$ cat config.mk
export PLATFORM = sky130hd
export DESIGN_NAME = clock_reconfig_sequencer
export DESIGN_NICKNAME = d
export VERILOG_FILES = /design/src/rtl/clock_ctrl_pkg.sv /design/src/rtl/lock_sync.sv /design/src/rtl/clock_reconfig_sequencer.sv
export SDC_FILE = /design/constraint.sdc
export NUM_CORES = 1
export LEC_CHECK = 0
export ABC_CLOCK_PERIOD_IN_PS = 2350
export CAP_MARGIN = 20
export CORE_ASPECT_RATIO = 0.7
export CORE_UTILIZATION = 51
export DETAILED_ROUTE_END_ITERATION = 16
export PLACE_DENSITY_LB_ADDON = 0.05
export REMOVE_ABC_BUFFERS = 1
export SETUP_SLACK_MARGIN = 0.4
export SYNTH_ARGS = -nofsm -noshare
export SYNTH_HDL_FRONTEND = slang
export SYNTH_SLANG_ARGS = --single-unit
$ cat constraint.sdc
create_clock -name clk_i -period 2.35 [get_ports clk_i]
set_input_delay 0.235 -clock clk_i [delete_from_list [all_inputs] [get_ports clk_i]]
set_output_delay 0.235 -clock clk_i [all_outputs]
set_load 0.03 [all_outputs]
$ cat src/rtl/clock_ctrl_pkg.sv
// Shared state encoding, error codes and default constants
// for the DCM clock reconfiguration sequencer.
`timescale 1ns/1ps
package clock_ctrl_pkg;

    typedef enum logic [3:0] {
        ST_IDLE,
        ST_GEN_RST,
        ST_GEN_LOAD,
        ST_GEN_WAIT_PROG,
        ST_GEN_WAIT_LOCK,
        ST_ADC_RST,
        ST_ADC_WAIT_LOCK,
        ST_PH_LOAD,
        ST_PH_WAIT,
        ST_FAIL
    } seq_state_t;

    typedef enum logic [1:0] {
        ERR_NONE     = 2'd0,
        ERR_PROG     = 2'd1,
        ERR_GEN_LOCK = 2'd2,
        ERR_ADC      = 2'd3
    } err_code_t;

    localparam int unsigned DEF_RST_CYCLES = 8;
    localparam int unsigned DEF_TIMEOUT_W  = 16;
    localparam int unsigned DEF_MAX_RETRY  = 3;

    function automatic logic is_wait(input seq_state_t s);
        return (s == ST_GEN_WAIT_PROG) || (s == ST_GEN_WAIT_LOCK) ||
               (s == ST_ADC_WAIT_LOCK) || (s == ST_PH_WAIT);
    endfunction

    function automatic logic is_rst(input seq_state_t s);
        return (s == ST_GEN_RST) || (s == ST_ADC_RST);
    endfunction

endpackage

$ cat src/rtl/lock_sync.sv
// Two-flop synchroniser for a group of slow level signals.
`timescale 1ns/1ps
module lock_sync #(
    parameter int unsigned W = 1
) (
    input  logic         clk_i,
    input  logic         reset_n_i,
    input  logic [W-1:0] async_i,
    output logic [W-1:0] sync_o
);

    logic [W-1:0] r_meta;
    logic [W-1:0] r_sync;

    always_ff @(posedge clk_i or negedge reset_n_i) begin
        if (!reset_n_i) begin
            r_meta <= '0;
            r_sync <= '0;
        end else begin
            r_meta <= async_i;
            r_sync <= r_meta;
        end
    end

    assign sync_o = r_sync;

endmodule

$ cat src/rtl/clock_reconfig_sequencer.sv
// Sequences clock generator programming, ADC DCM reset/lock and phase
// shift, with per-wait timeouts, full-sequence retries and lock monitoring.
`timescale 1ns/1ps
module clock_reconfig_sequencer
    import clock_ctrl_pkg::*;
#(
    parameter int unsigned RST_CYCLES = DEF_RST_CYCLES,
    parameter int unsigned TIMEOUT_W  = DEF_TIMEOUT_W,
    parameter int unsigned MAX_RETRY  = DEF_MAX_RETRY
) (
    input  logic       clk_i,
    input  logic       reset_n_i,
    input  logic       start_i,
    input  logic [7:0] mul_i,
    input  logic [7:0] div_i,
    input  logic [8:0] phase_i,
    output logic       busy_o,
    output logic       done_o,
    output logic       error_o,
    output logic [1:0] err_code_o,
    output logic       lock_lost_o,
    output logic       clkgen_reset_o,
    output logic       clkgen_load_o,
    output logic [7:0] clkgen_mul_o,
    output logic [7:0] clkgen_div_o,
    input  logic       clkgen_done_i,
    input  logic       gen_locked_i,
    output logic       adc_reset_o,
    input  logic       adc_locked_i,
    output logic [8:0] phase_o,
    output logic       phase_load_o,
    input  logic       phase_done_i
);

    localparam int unsigned CW = $clog2(RST_CYCLES + 1);
    localparam int unsigned RB = $clog2(MAX_RETRY + 1);
    localparam int unsigned RW = (RB > 0) ? RB : 1;
    localparam logic [CW-1:0] RST_LAST  = CW'(RST_CYCLES - 1);
    localparam logic [RW-1:0] RETRY_MAX = RW'(MAX_RETRY);

    seq_state_t           r_state;
    seq_state_t           w_next;
    logic [2:0]           w_sync;
    logic                 w_done_s;
    logic                 w_alock_s;
    logic                 w_glock_s;
    logic [TIMEOUT_W-1:0] r_tmo;
    logic [CW-1:0]        r_rst_cnt;
    logic [RW-1:0]        r_retry;
    logic [7:0]           r_mul;
    logic [7:0]           r_div;
    logic [8:0]           r_phase;
    logic                 r_gen_rst;
    logic                 r_adc_rst;
    logic                 r_gen_load;
    logic                 r_ph_load;
    logic                 r_done;
    logic                 r_error;
    err_code_t            r_code;
    logic                 r_lock_lost;
    logic                 r_success;
    logic                 w_start;
    logic                 w_cond;
    logic                 w_tmo_hit;
    logic                 w_retry;
    err_code_t            w_fail_code;

    lock_sync #(.W(3)) u_lock_sync (
        .clk_i     (clk_i),
        .reset_n_i (reset_n_i),
        .async_i   ({clkgen_done_i, adc_locked_i, gen_locked_i}),
        .sync_o    (w_sync)
    );

    assign w_done_s  = w_sync[2];
    assign w_alock_s = w_sync[1];
    assign w_glock_s = w_sync[0];

    assign busy_o  = (r_state != ST_IDLE) && (r_state != ST_FAIL);
    assign w_start = start_i && !busy_o;

    always_comb begin
        w_next      = r_state;
        w_cond      = 1'b0;
        w_fail_code = ERR_NONE;
        unique case (r_state)
            ST_IDLE, ST_FAIL: begin
                if (w_start) w_next = ST_GEN_RST;
            end
            ST_GEN_RST: begin
                if (r_rst_cnt == RST_LAST) w_next = ST_GEN_LOAD;
            end
            ST_GEN_LOAD: w_next = ST_GEN_WAIT_PROG;
            ST_GEN_WAIT_PROG: begin
                w_cond      = w_done_s;
                w_fail_code = ERR_PROG;
                if (w_cond) w_next = ST_GEN_WAIT_LOCK;
            end
            ST_GEN_WAIT_LOCK: begin
                w_cond      = w_glock_s;
                w_fail_code = ERR_GEN_LOCK;
                if (w_cond) w_next = ST_ADC_RST;
            end
            ST_ADC_RST: begin
                if (r_rst_cnt == RST_LAST) w_next = ST_ADC_WAIT_LOCK;
            end
            ST_ADC_WAIT_LOCK: begin
                w_cond      = w_alock_s;
                w_fail_code = ERR_ADC;
                if (w_cond) w_next = ST_PH_LOAD;
            end
            ST_PH_LOAD: w_next = ST_PH_WAIT;
            ST_PH_WAIT: begin
                w_cond      = phase_done_i;
                w_fail_code = ERR_ADC;
                if (w_cond) w_next = ST_IDLE;
            end
            default: w_next = ST_IDLE;
        endcase
        // a condition arriving on the saturation cycle wins over the timeout
        w_tmo_hit = is_wait(r_state) && !w_cond && (r_tmo == '1);
        w_retry   = w_tmo_hit && (r_retry < RETRY_MAX);
        if (w_tmo_hit) w_next = w_retry ? ST_GEN_RST : ST_FAIL;
    end

    always_ff @(posedge clk_i or negedge reset_n_i) begin
        if (!reset_n_i) begin
            r_state     <= ST_IDLE;
            r_tmo       <= '0;
            r_rst_cnt   <= '0;
            r_retry     <= '0;
            r_mul       <= '0;
            r_div       <= '0;
            r_phase     <= '0;
            r_gen_rst   <= 1'b1;
            r_adc_rst   <= 1'b1;
            r_gen_load  <= 1'b0;
            r_ph_load   <= 1'b0;
            r_done      <= 1'b0;
            r_error     <= 1'b0;
            r_code      <= ERR_NONE;
            r_lock_lost <= 1'b0;
            r_success   <= 1'b0;
        end else begin
            r_state    <= w_next;
            r_gen_rst  <= (w_next == ST_GEN_RST);
            r_adc_rst  <= (w_next == ST_ADC_RST);
            r_gen_load <= (w_next == ST_GEN_LOAD);
            r_ph_load  <= (w_next == ST_PH_LOAD);
            r_done     <= (r_state == ST_PH_WAIT) && phase_done_i;

            if (w_next != r_state) r_tmo <= '0;
            else if (is_wait(r_state)) r_tmo <= r_tmo + 1'b1;

            if (w_next != r_state) r_rst_cnt <= '0;
            else if (is_rst(r_state)) r_rst_cnt <= r_rst_cnt + 1'b1;

            if (w_start) begin
                r_mul       <= mul_i;
                r_div       <= div_i;
                r_phase     <= phase_i;
                r_retry     <= '0;
                r_error     <= 1'b0;
                r_code      <= ERR_NONE;
                r_lock_lost <= 1'b0;
                r_success   <= 1'b0;
            end else begin
                if (w_retry) r_retry <= r_retry + 1'b1;
                if (w_tmo_hit && !w_retry) begin
                    r_error <= 1'b1;
                    r_code  <= w_fail_code;
                end
                if ((r_state == ST_PH_WAIT) && phase_done_i) r_success <= 1'b1;
                if ((r_state == ST_IDLE) && r_success &&
                    !(w_glock_s && w_alock_s)) r_lock_lost <= 1'b1;
            end
        end
    end

    assign done_o         = r_done;
    assign error_o        = r_error;
    assign err_code_o     = r_code;
    assign lock_lost_o    = r_lock_lost;
    assign clkgen_reset_o = r_gen_rst;
    assign clkgen_load_o  = r_gen_load;
    assign clkgen_mul_o   = r_mul;
    assign clkgen_div_o   = r_div;
    assign adc_reset_o    = r_adc_rst;
    assign phase_o        = r_phase;
    assign phase_load_o   = r_ph_load;

endmodule

==> results of run 1 <==
==> what timing repair did <==
item / in CTS / in global routing
pin swaps: 1 / 3
hold buffers: 1 / 0
setup buffers: 7 / 6
endpoints found under the setup margin: 27 / 27
cloned: 0 / 1
gates resized for setup: 10 / 13
hold endpoints to repair: 22 / 0
==> kinds of logic after synthesis <==
group	after synthesis	share of synthesized area (%)
XOR/XNOR	16	4.50
AO/OA/AOI/OAI	27	6.07
AND/OR/NAND/NOR	91	19.5
adder cells (fa/ha/maj)	3	1.21
buffers and inverters	16	3.09
flip-flops	67	53.9
multiplexers	33	11.7
==> power by group through the flow <==
stage | Clock (mW) | Sequential (mW) | Combinational [mW]
3_3_place_gp | 0 | 1.70 | 2.15
3_5_place_dp | 0 | 1.72 | 2.19
5_1_grt | 1.15 | 1.75 | 2.56
6_report | 1.08 | 1.71 | 2.42
2_1_floorplan | 0 | 2.20 | 0.804
4_1_cts | 1.10 | 1.71 | 2.24
==> sequential cells by signal, indices dropped and copies added (netlist names), 2 cells and up <==
register,count
clkgen_div_o,8
clkgen_mul_o,8
err_code_o,2
phase_o,9
r_retry,2
r_rst_cnt,4
r_state,4
r_tmo,16
u_lock_sync.r_meta,3
u_lock_sync.sync_o,3
==> final timing paths <==
check,endpoint,slack [ns],cells past startpoint
worst max-delay path,r_tmo[10]$_DFFE_PN0P_,0.32,7
worst min-delay path,u_lock_sync.r_meta[1]$_DFF_PN0_,0.32,1
worst max register to register,r_tmo[10]$_DFFE_PN0P_,0.32,7
worst min register to register,u_lock_sync.sync_o[0]$_DFF_PN0_,0.35,0
max in group asynchronous,u_lock_sync.r_meta[0]$_DFF_PN0_,1.29,3
min in group asynchronous,r_tmo[9]$_DFFE_PN0P_,0.42,2
==> Yosys cell counts (all sizes together) (5+ instances only) <==
| cell type | n |
|---|---|
| mux2 | 26 |
| buf | 7 |
| nand3 | 6 |
| nand2b | 6 |
| nor3 | 8 |
| mux2i | 7 |
| nor2 | 28 |
| xor2 | 7 |
| a21oi | 8 |
| dfrtp | 65 |
| nand2 | 16 |
| clkbuf | 5 |
| xnor2 | 9 |
==> per-layer routing <==
layer | track usage, % | vias up | wire length, um
met1 | 30.2 | 1099 | 3150
li1 | - | 1080 | -
met5 | 0 | - | 0
met2 | 33.0 | 73 | 3120
met4 | 6.90 | 0 | 88
met3 | 9.23 | 9 | 504
==> layout make-up <==
type / count / area share, %
Multi-Input combinational cell: 170 / 32.1
Clock inverter: 4 / 1.67
Timing Repair Buffer: 96 / 21.5
Sequential cell: 67 / 38.7
Tap cell: 75 / 2.16
Clock buffer: 12 / 3.57
Inverter: 4 / 0.345
==> through the flow <==
step                power, mW  cells
floorplan                3.01    241
global placement         3.86    397
detailed placement       3.91    397
CTS                      5.05    421
global route             5.47    428
finish                   5.21    428
==> flow_summary.yaml, run 1 <==
hold_path:
  hp-start: "adc_locked_i"
  hold_class: "in2reg"
yosys:
  syn_area_per_cell_um2: 12.3
  synthFlopType: "dfrtp_1"
  synth_top_area_cell: "dfrtp_1"
  netlist.area_leader.share_pct: 52.3
  ys_seq_area_share_pct: 53.9
  async_reset_ff_share_pct: 100
  syn_area_mm2: 0.00311
  synthTopCellsByArea: "dfrtp_1, mux2_2, nor2_4"
  synth_edf_count: 0
  ys_ff_latch: 67
  synth_cell_types: 55
  synth_warnings: 0
  syn-instance-count: 253
power_and_ir_drop:
  intPower_mw: 3.28
  p_seq_share_pct: 32.8
  power_leakage_nw: 1.84
  peakVddDrop_uv: 734
  p_clk_share_pct: 20.8
  power_density_mw_per_mm2: 1200
  p_sw_share_pct: 37.1
  comb_power_share_pct: 46.4
  switchingPower_mw: 1.93
sta:
  timing.final.crit_share_pct: 86.3
  drv_slew: 0
  setup_viol_count_final: 0
  max-slew-margin-rel_pct: 60.6
  rsz0062_at_grt: "yes"
  finalSetupTns_ns: 0
  worst_slew_pin_slew_ns: 0.591
  skew_ns: 0.00871
  fin_ws_ns: 0.322
  hold_viol_final: 0
  finalCriticalPeriod_ns: 2.03
  hold_slack_ns: 0.318
  fmax_mhz: 493
clock_network:
  cts_max_path_buffers: 2
  root_buffer: "clkbuf_8"
  clk_pin_slew_ns: 0.07
  htree_levels: 3
  clock_sinks: 67
  cts_tree: "built"
  clk_latency_ns: 0.35
  numCtsBuffers: 9
layout:
  diodes: 0
  final_layout_size_suffix_gt1_share_pct: 30.6
  utilization_pct: 74.8
  nets: 383
  design_area_mm2: 0.00435
  seq_area_mm2: 0.00168
  multi_input_area_mm2: 0.00139
  final_common_cell: "clkdlybuf4s50_1"
  fillers: 408
  syn_to_final_growth_pct: 39.7
  final_cell_mix: "clkdlybuf4s50_1, dfrtp_1, mux2_2, buf_4, nand2_1"
drt:
  drtAntennaViolNets: 0
  drtIter0Drc: 131
  via_per_inst: 5.28
  drc: 0
  dr.pass1.iters: 4
  routedWlPerCell_um: 16.0
  routed_wl_um: 6870
  vias: 2261
floorplanning:
  ios: 67
  start_util_pct: 53.6
  dieArea_mm2: 0.00643
  coreArea_mm2: 0.00581
  die_h_um: 67.4
  dieWidth_um: 95.4
  row_count: 23
placement:
  place_area_mm2: 0.00392
  hpwl_um: 4540
  gp_congestion: 0.781
  dp_worst_setup_slack_ns: 0.148
  io_buffers: 66
worst_setup_path:
  cp-end-kind: "flop"
  cp_top_family: "simple AND/OR/NAND/NOR gates"
  worstPathRequired_ns: 2.64
  cp_cell_sequence: "buf_4 -> or4b_4 -> o2111ai_2 -> nand3b_1 -> or2_4 -> clkbuf_16 -> nor2_4"
  max_stage_delay_ns: 0.52
  critical_path_class: "reg2reg"
  cp_slowest_cell: "or4b_4"
  worst_setup_path_start_kind: "flop"
  cp_num_buf_inv: 2
  path_max_fanout: 8
  r2r-start: "r_state[3]$_DFF_PN0_"
  cp-startpoint: "r_state[3]$_DFF_PN0_"
  arrival_ns: 2.31
global_route:
  grt_pass1_vias: 2113
  antenna_found_initial: 0
  grt_max_degree: 33
  grt_use_total_pct: 22.4
  grt_pass1_wl_um: 10300
  overflow: 0
run_status:
  status: "complete, no violations"
flow_run:
  maxCapViolations: 0
No activity file was read; power rests on OpenSTA's default activity.
==> inputs of run 2 (changes only) <==
- ABC_CLOCK_PERIOD_IN_PS: 2350 -> 1850
- CELL_PAD_IN_SITES_DETAIL_PLACEMENT: default -> 0
- CELL_PAD_IN_SITES_GLOBAL_PLACEMENT: default -> 1
- CORE_UTILIZATION: 51 -> 36
- clock period: 2.35 -> 1.85 ns (I/O delays scaled with it)
==> flow_summary.yaml, run 2 (synthesized netlist as in run 1, its figures left out) <==
placement:
  gp_congestion: 0.810
  hpwl_um: 4950
  io_buffers: 66
  dp_worst_setup_slack_ns: -0.293
  place_area_mm2: 0.00422
sta:
  finalCriticalPeriod_ns: 1.96
  drv_slew: 0
  fmax_mhz: 509
  hold_viol_final: 0
  setup_viol_count_final: 27
  hold_slack_ns: 0.297
  worst_slew_pin_slew_ns: 0.428
  skew_ns: 0.00744
  max-slew-margin-rel_pct: 71.5
  fin_ws_ns: -0.114
  timing.final.crit_share_pct: 106
  rsz0062_at_grt: "yes"
drt:
  vias: 2421
  routed_wl_um: 7760
  drtIter0Drc: 59
  routedWlPerCell_um: 15.7
  drtAntennaViolNets: 0
  via_per_inst: 4.89
  dr.pass1.iters: 4
  drc: 0
worst_setup_path:
  critical_path_class: "reg2reg"
  worst_setup_path_start_kind: "flop"
  arrival_ns: 2.23
  cp-end-kind: "flop"
  worstPathRequired_ns: 2.12
  path_max_fanout: 8
layout:
  syn_to_final_growth_pct: 65.4
  registers.top_by_ff_count: "r_tmo"
  diodes: 0
  nets: 425
  design_area_mm2: 0.00515
  final_common_cell: "dfrtp_1"
  final_layout_size_suffix_gt1_share_pct: 43.1
  final_cell_mix: "dfrtp_1, buf_4, dlygate4sd2_1, clkdlybuf4s50_1, mux2_4"
  largest_reg_flops: 16
  fillers: 647
global_route:
  grtUsageMet2_pct: 25.8
  grt_use_met1_pct: 26.3
  overflow: 0
  grt_max_degree: 27
  grt_use_total_pct: 18.5
  busiest_layer: "met1"
  grt_pass1_wl_um: 12600
  met3_usage_pct: 7.21
  grt_pass1_vias: 2483
  antenna_found_initial: 0
floorplanning:
  dieWidth_um: 113
  row_count: 27
  ios: 67
  coreArea_mm2: 0.00811
  dieArea_mm2: 0.00903
  die_h_um: 79.8
  start_util_pct: 38.4
power_and_ir_drop:
  power_leakage_nw: 2.33
  power_density_mw_per_mm2: 1530
  peakVddDrop_uv: 835
clock_network:
  cts_max_path_buffers: 2
  numCtsBuffers: 9
  htree_levels: 3
  clk_pin_slew_ns: 0.06
  clk_latency_ns: 0.33
  root_buffer: "clkbuf_16"
  clock_sinks: 67
  cts_tree: "built"
flow_run:
  maxCapViolations: 0
hold_path:
  hold_class: "in2reg"
run_status:
  status: "finished with violations"
  violations: "setup timing"
run 2: timing repair:
item	CTS	global route
gates resized for setup	90	51
gates cloned	5	0
setup buffers	16	2
endpoints found under the setup margin	92	60
hold buffers	1	0
pin swaps	28	9
endpoints found under the hold margin	14	0
run 2: worst paths after layout:
| path | startpoint | end | slack, ns | cells past startpoint |
|---|---|---|---|---|
| setup / recovery | r_state[0]$_DFF_PN0_ | clkgen_reset_o$_DFF_PN1_ | -0.11 | 6 |
| hold / removal | adc_locked_i | u_lock_sync.r_meta[1]$_DFF_PN0_ | 0.30 | 1 |
| setup reg to reg | r_state[0]$_DFF_PN0_ | clkgen_reset_o$_DFF_PN1_ | -0.11 | 6 |
| hold reg to reg | u_lock_sync.r_meta[2]$_DFF_PN0_ | u_lock_sync.sync_o[2]$_DFF_PN0_ | 0.35 | 0 |
| max in group asynchronous | reset_n_i | adc_reset_o$_DFF_PN1_ | 0.89 | 3 |
| min in group asynchronous | reset_n_i | r_retry[1]$_DFFE_PN0P_ | 0.34 | 2 |
run 2: power breakdown:
group | switching, mW | internal, mW
Combinational | 2.00 | 2.11
Sequential | 0.254 | 1.89
Clock | 0.592 | 1.01
run 2: per-layer routing:
| metal | part of all wire, % | vias to the layer above |
|---|---|---|
| met5 | 0 | - |
| met4 | 0.90 | 0 |
| met3 | 5.6 | 7 |
| met2 | 42 | 56 |
| met1 | 52 | 1188 |
| li1 | - | 1170 |
run 2: worst max-delay path, stage by stage (launching register included):
cell and delay (ns):
dfrtp_2 0.47, or4bb_1 0.52, a21oi_2 0.22, nor4_4 0.08, buf_4 0.16, and2b_2 0.23, a31o_4 0.21
run 2: per-stage QoR:
stage	TNS [ns]	total power, mW	utilization, %	std cells
2_1_floorplan	-21.81	3.82	-	241
3_3_place_gp	-5.95	5.22	52.1	456
3_5_place_dp	-6.56	5.25	52.1	456
4_1_cts	-1.66	7.47	60.9	493
5_1_grt	-3.70	8.28	63.5	495
6_report	-1.70	7.86	63.5	495
run 2: cell type report:
cell class                 count  area, um^2  share of cell area (%)
sequential                    67        1680                    32.7
multi-input combinational    170        1670                    32.5
tap                          101         126                    2.45
clock inverter                 1        7.51                   0.146
inverter                       4        15.0                   0.292
clock buffer                  14         274                    5.32
timing repair buffer         138        1370                    26.6
==> inputs of run 3 (changes only) <==
- ABC_CLOCK_PERIOD_IN_PS: 1850 -> 2000
- CORE_UTILIZATION: 36 -> 42
- CTS_BUF_LIST: default -> sky130_fd_sc_hd__clkbuf_8
- MAX_ROUTING_LAYER: default -> met4
- clock period: 1.85 -> 2 ns (I/O delays scaled with it)
==> flow_summary.yaml, run 3 (synthesized netlist as in run 1, its figures left out) <==
power_and_ir_drop:
  power_leakage_nw: 2.23
  intPower_mw: 4.08
  power_density_mw_per_mm2: 1380
  comb_power_share_pct: 50.9
  p_seq_share_pct: 29.7
  p_sw_share_pct: 37.5
  peakVddDrop_uv: 814
  p_clk_share_pct: 19.4
  p_total_mw: 6.52
  switchingPower_mw: 2.44
worst_setup_path:
  cp_num_buf_inv: 2
  cp-end-kind: "flop"
  cp_common_cell: "buf_12"
  cp_cell_sequence: "buf_12 -> or4bb_1 -> a21oi_2 -> nor4_4 -> or2_4 -> buf_12 -> nor2_2"
  cp_slowest_cell: "or4bb_1"
  critical_path_class: "reg2reg"
  cp_top_family: "simple AND/OR/NAND/NOR gates"
  arrival_ns: 2.29
  worstPathRequired_ns: 2.29
  path_max_fanout: 8
  max_stage_delay_ns: 0.51
  worst_setup_path_start_kind: "flop"
placement:
  place_area_mm2: 0.00410
  gp_congestion: 0.832
  dp_worst_setup_slack_ns: -0.237
  io_buffers: 66
  hpwl_um: 4690
sta:
  drv_slew: 0
  finalCriticalPeriod_ns: 2.00
  fin_ws_ns: -0.00498
  timing.final.crit_share_pct: 100
  fmax_mhz: 499
  setup_viol_count_final: 7
  rsz0062_at_grt: "yes"
  max-slew-margin-rel_pct: 70.3
  worst_slew_pin_slew_ns: 0.445
  hold_viol_final: 0
  skew_ns: 0.00654
drt:
  drtIter0Drc: 81
  via_per_inst: 5.04
  drc: 0
  drtAntennaViolNets: 0
  dr.pass1.iters: 4
  routed_wl_um: 7140
  vias: 2333
  routedWlPerCell_um: 15.4
global_route:
  grt_pass1_wl_um: 11500
  grt_max_degree: 68
  antenna_found_initial: 0
  grt_pass1_vias: 2228
  grt_use_total_pct: 20.4
  overflow: 0
floorplanning:
  die_h_um: 74.0
  row_count: 25
  ios: 67
  start_util_pct: 44.8
  dieArea_mm2: 0.00777
  dieWidth_um: 105
  coreArea_mm2: 0.00694
clock_network:
  numCtsBuffers: 9
  clk_pin_slew_ns: 0.07
  clock_sinks: 67
  cts_tree: "built"
  cts_max_path_buffers: 2
  clk_latency_ns: 0.35
  root_buffer: "clkbuf_8"
  htree_levels: 3
hold_path:
  hold_class: "in2reg"
layout:
  registers.top_by_ff_count: "r_tmo"
  diodes: 0
  nets: 399
  final_cell_mix: "dfrtp_1, clkdlybuf4s50_1, buf_4, mux2_2, dlymetal6s2s_1"
  largest_reg_flops: 16
  final_common_cell: "dfrtp_1"
  final_layout_size_suffix_gt1_share_pct: 37.4
  design_area_mm2: 0.00472
  fillers: 552
  syn_to_final_growth_pct: 51.6
run_status:
  violations: "setup timing"
  status: "finished with violations"
flow_run:
  maxCapViolations: 0
## run 3: cell types whose count changed in the layout (fill, tap and decap cells not counted), sizes merged, moves of 4 or more
cell	before	now
buf	72	44
clkdlybuf4s50	30	34
dlygate4sd2	32	9
dlymetal6s2s	0	21
## run 3: stage by stage
stage	util (%)	hold slack, ns	std cells	TNS, ns
floorplan	-	-0.0956	241	-14.65
global placement	59.0	0.249	433	-1.59
detailed placement	59.0	0.247	433	-2.49
CTS	65.5	0.275	458	0
global route	68.0	0.263	463	-1.11
finish	68.0	0.285	463	-0.0169
## run 3: final cells by class
class                           count  area [um^2]  share of cell area (%)
Inverter                            4         15.0                   0.318
Timing Repair Buffer              112         1180                    25.1
Multi-Input combinational cell    170         1500                    31.8
Sequential cell                    67         1680                    35.6
Clock buffer                       10          138                    2.92
Tap cell                           94          118                    2.49
Clock inverter                      6         88.8                    1.88
## run 3: power by group through the flow
stage	registers (mW)	logic, mW	clock network, mW
after floorplan	2.59	0.945	0
after global placement	1.94	2.79	0
after detailed placement	1.96	2.83	0
after CTS	1.95	3.12	1.30
after global routing	1.99	3.53	1.36
final	1.94	3.32	1.27
## run 3: path summary, 6_finish.rpt
path                                                  from                              end  slack [ns]  cells past startpoint
hold / removal                                adc_locked_i  u_lock_sync.r_meta[1]$_DFF_PN0_        0.29                      1
hold reg to reg            u_lock_sync.r_meta[0]$_DFF_PN0_  u_lock_sync.sync_o[0]$_DFF_PN0_        0.35                      0
setup reg to reg                      r_state[1]$_DFF_PN0_             r_tmo[0]$_DFFE_PN0P_      -0.005                      7
setup / recovery                      r_state[1]$_DFF_PN0_             r_tmo[0]$_DFFE_PN0P_      -0.005                      7
min in group asynchronous                        reset_n_i             r_tmo[9]$_DFFE_PN0P_        0.39                      3
max in group asynchronous                        reset_n_i         clkgen_reset_o$_DFF_PN1_        1.29                      3
## run 3: repair_timing
action | 4_1_cts | 5_1_grt
endpoints found under the setup margin | 66 | 79
hold buffers | 1 | 0
gates cloned | 2 | 1
resized for setup | 39 | 40
pin swaps | 17 | 14
buffers inserted | 6 | 4
endpoints found under the hold margin | 65 | 0
## run 3: per-layer routing
metal	GRT usage, %	wire length [um]	vias up
li1	-	-	1117
met1	29.2	3470	1136
met2	27.2	3110	72
met3	6.49	485	8
met4	6.57	82	0
met5	-	0	-
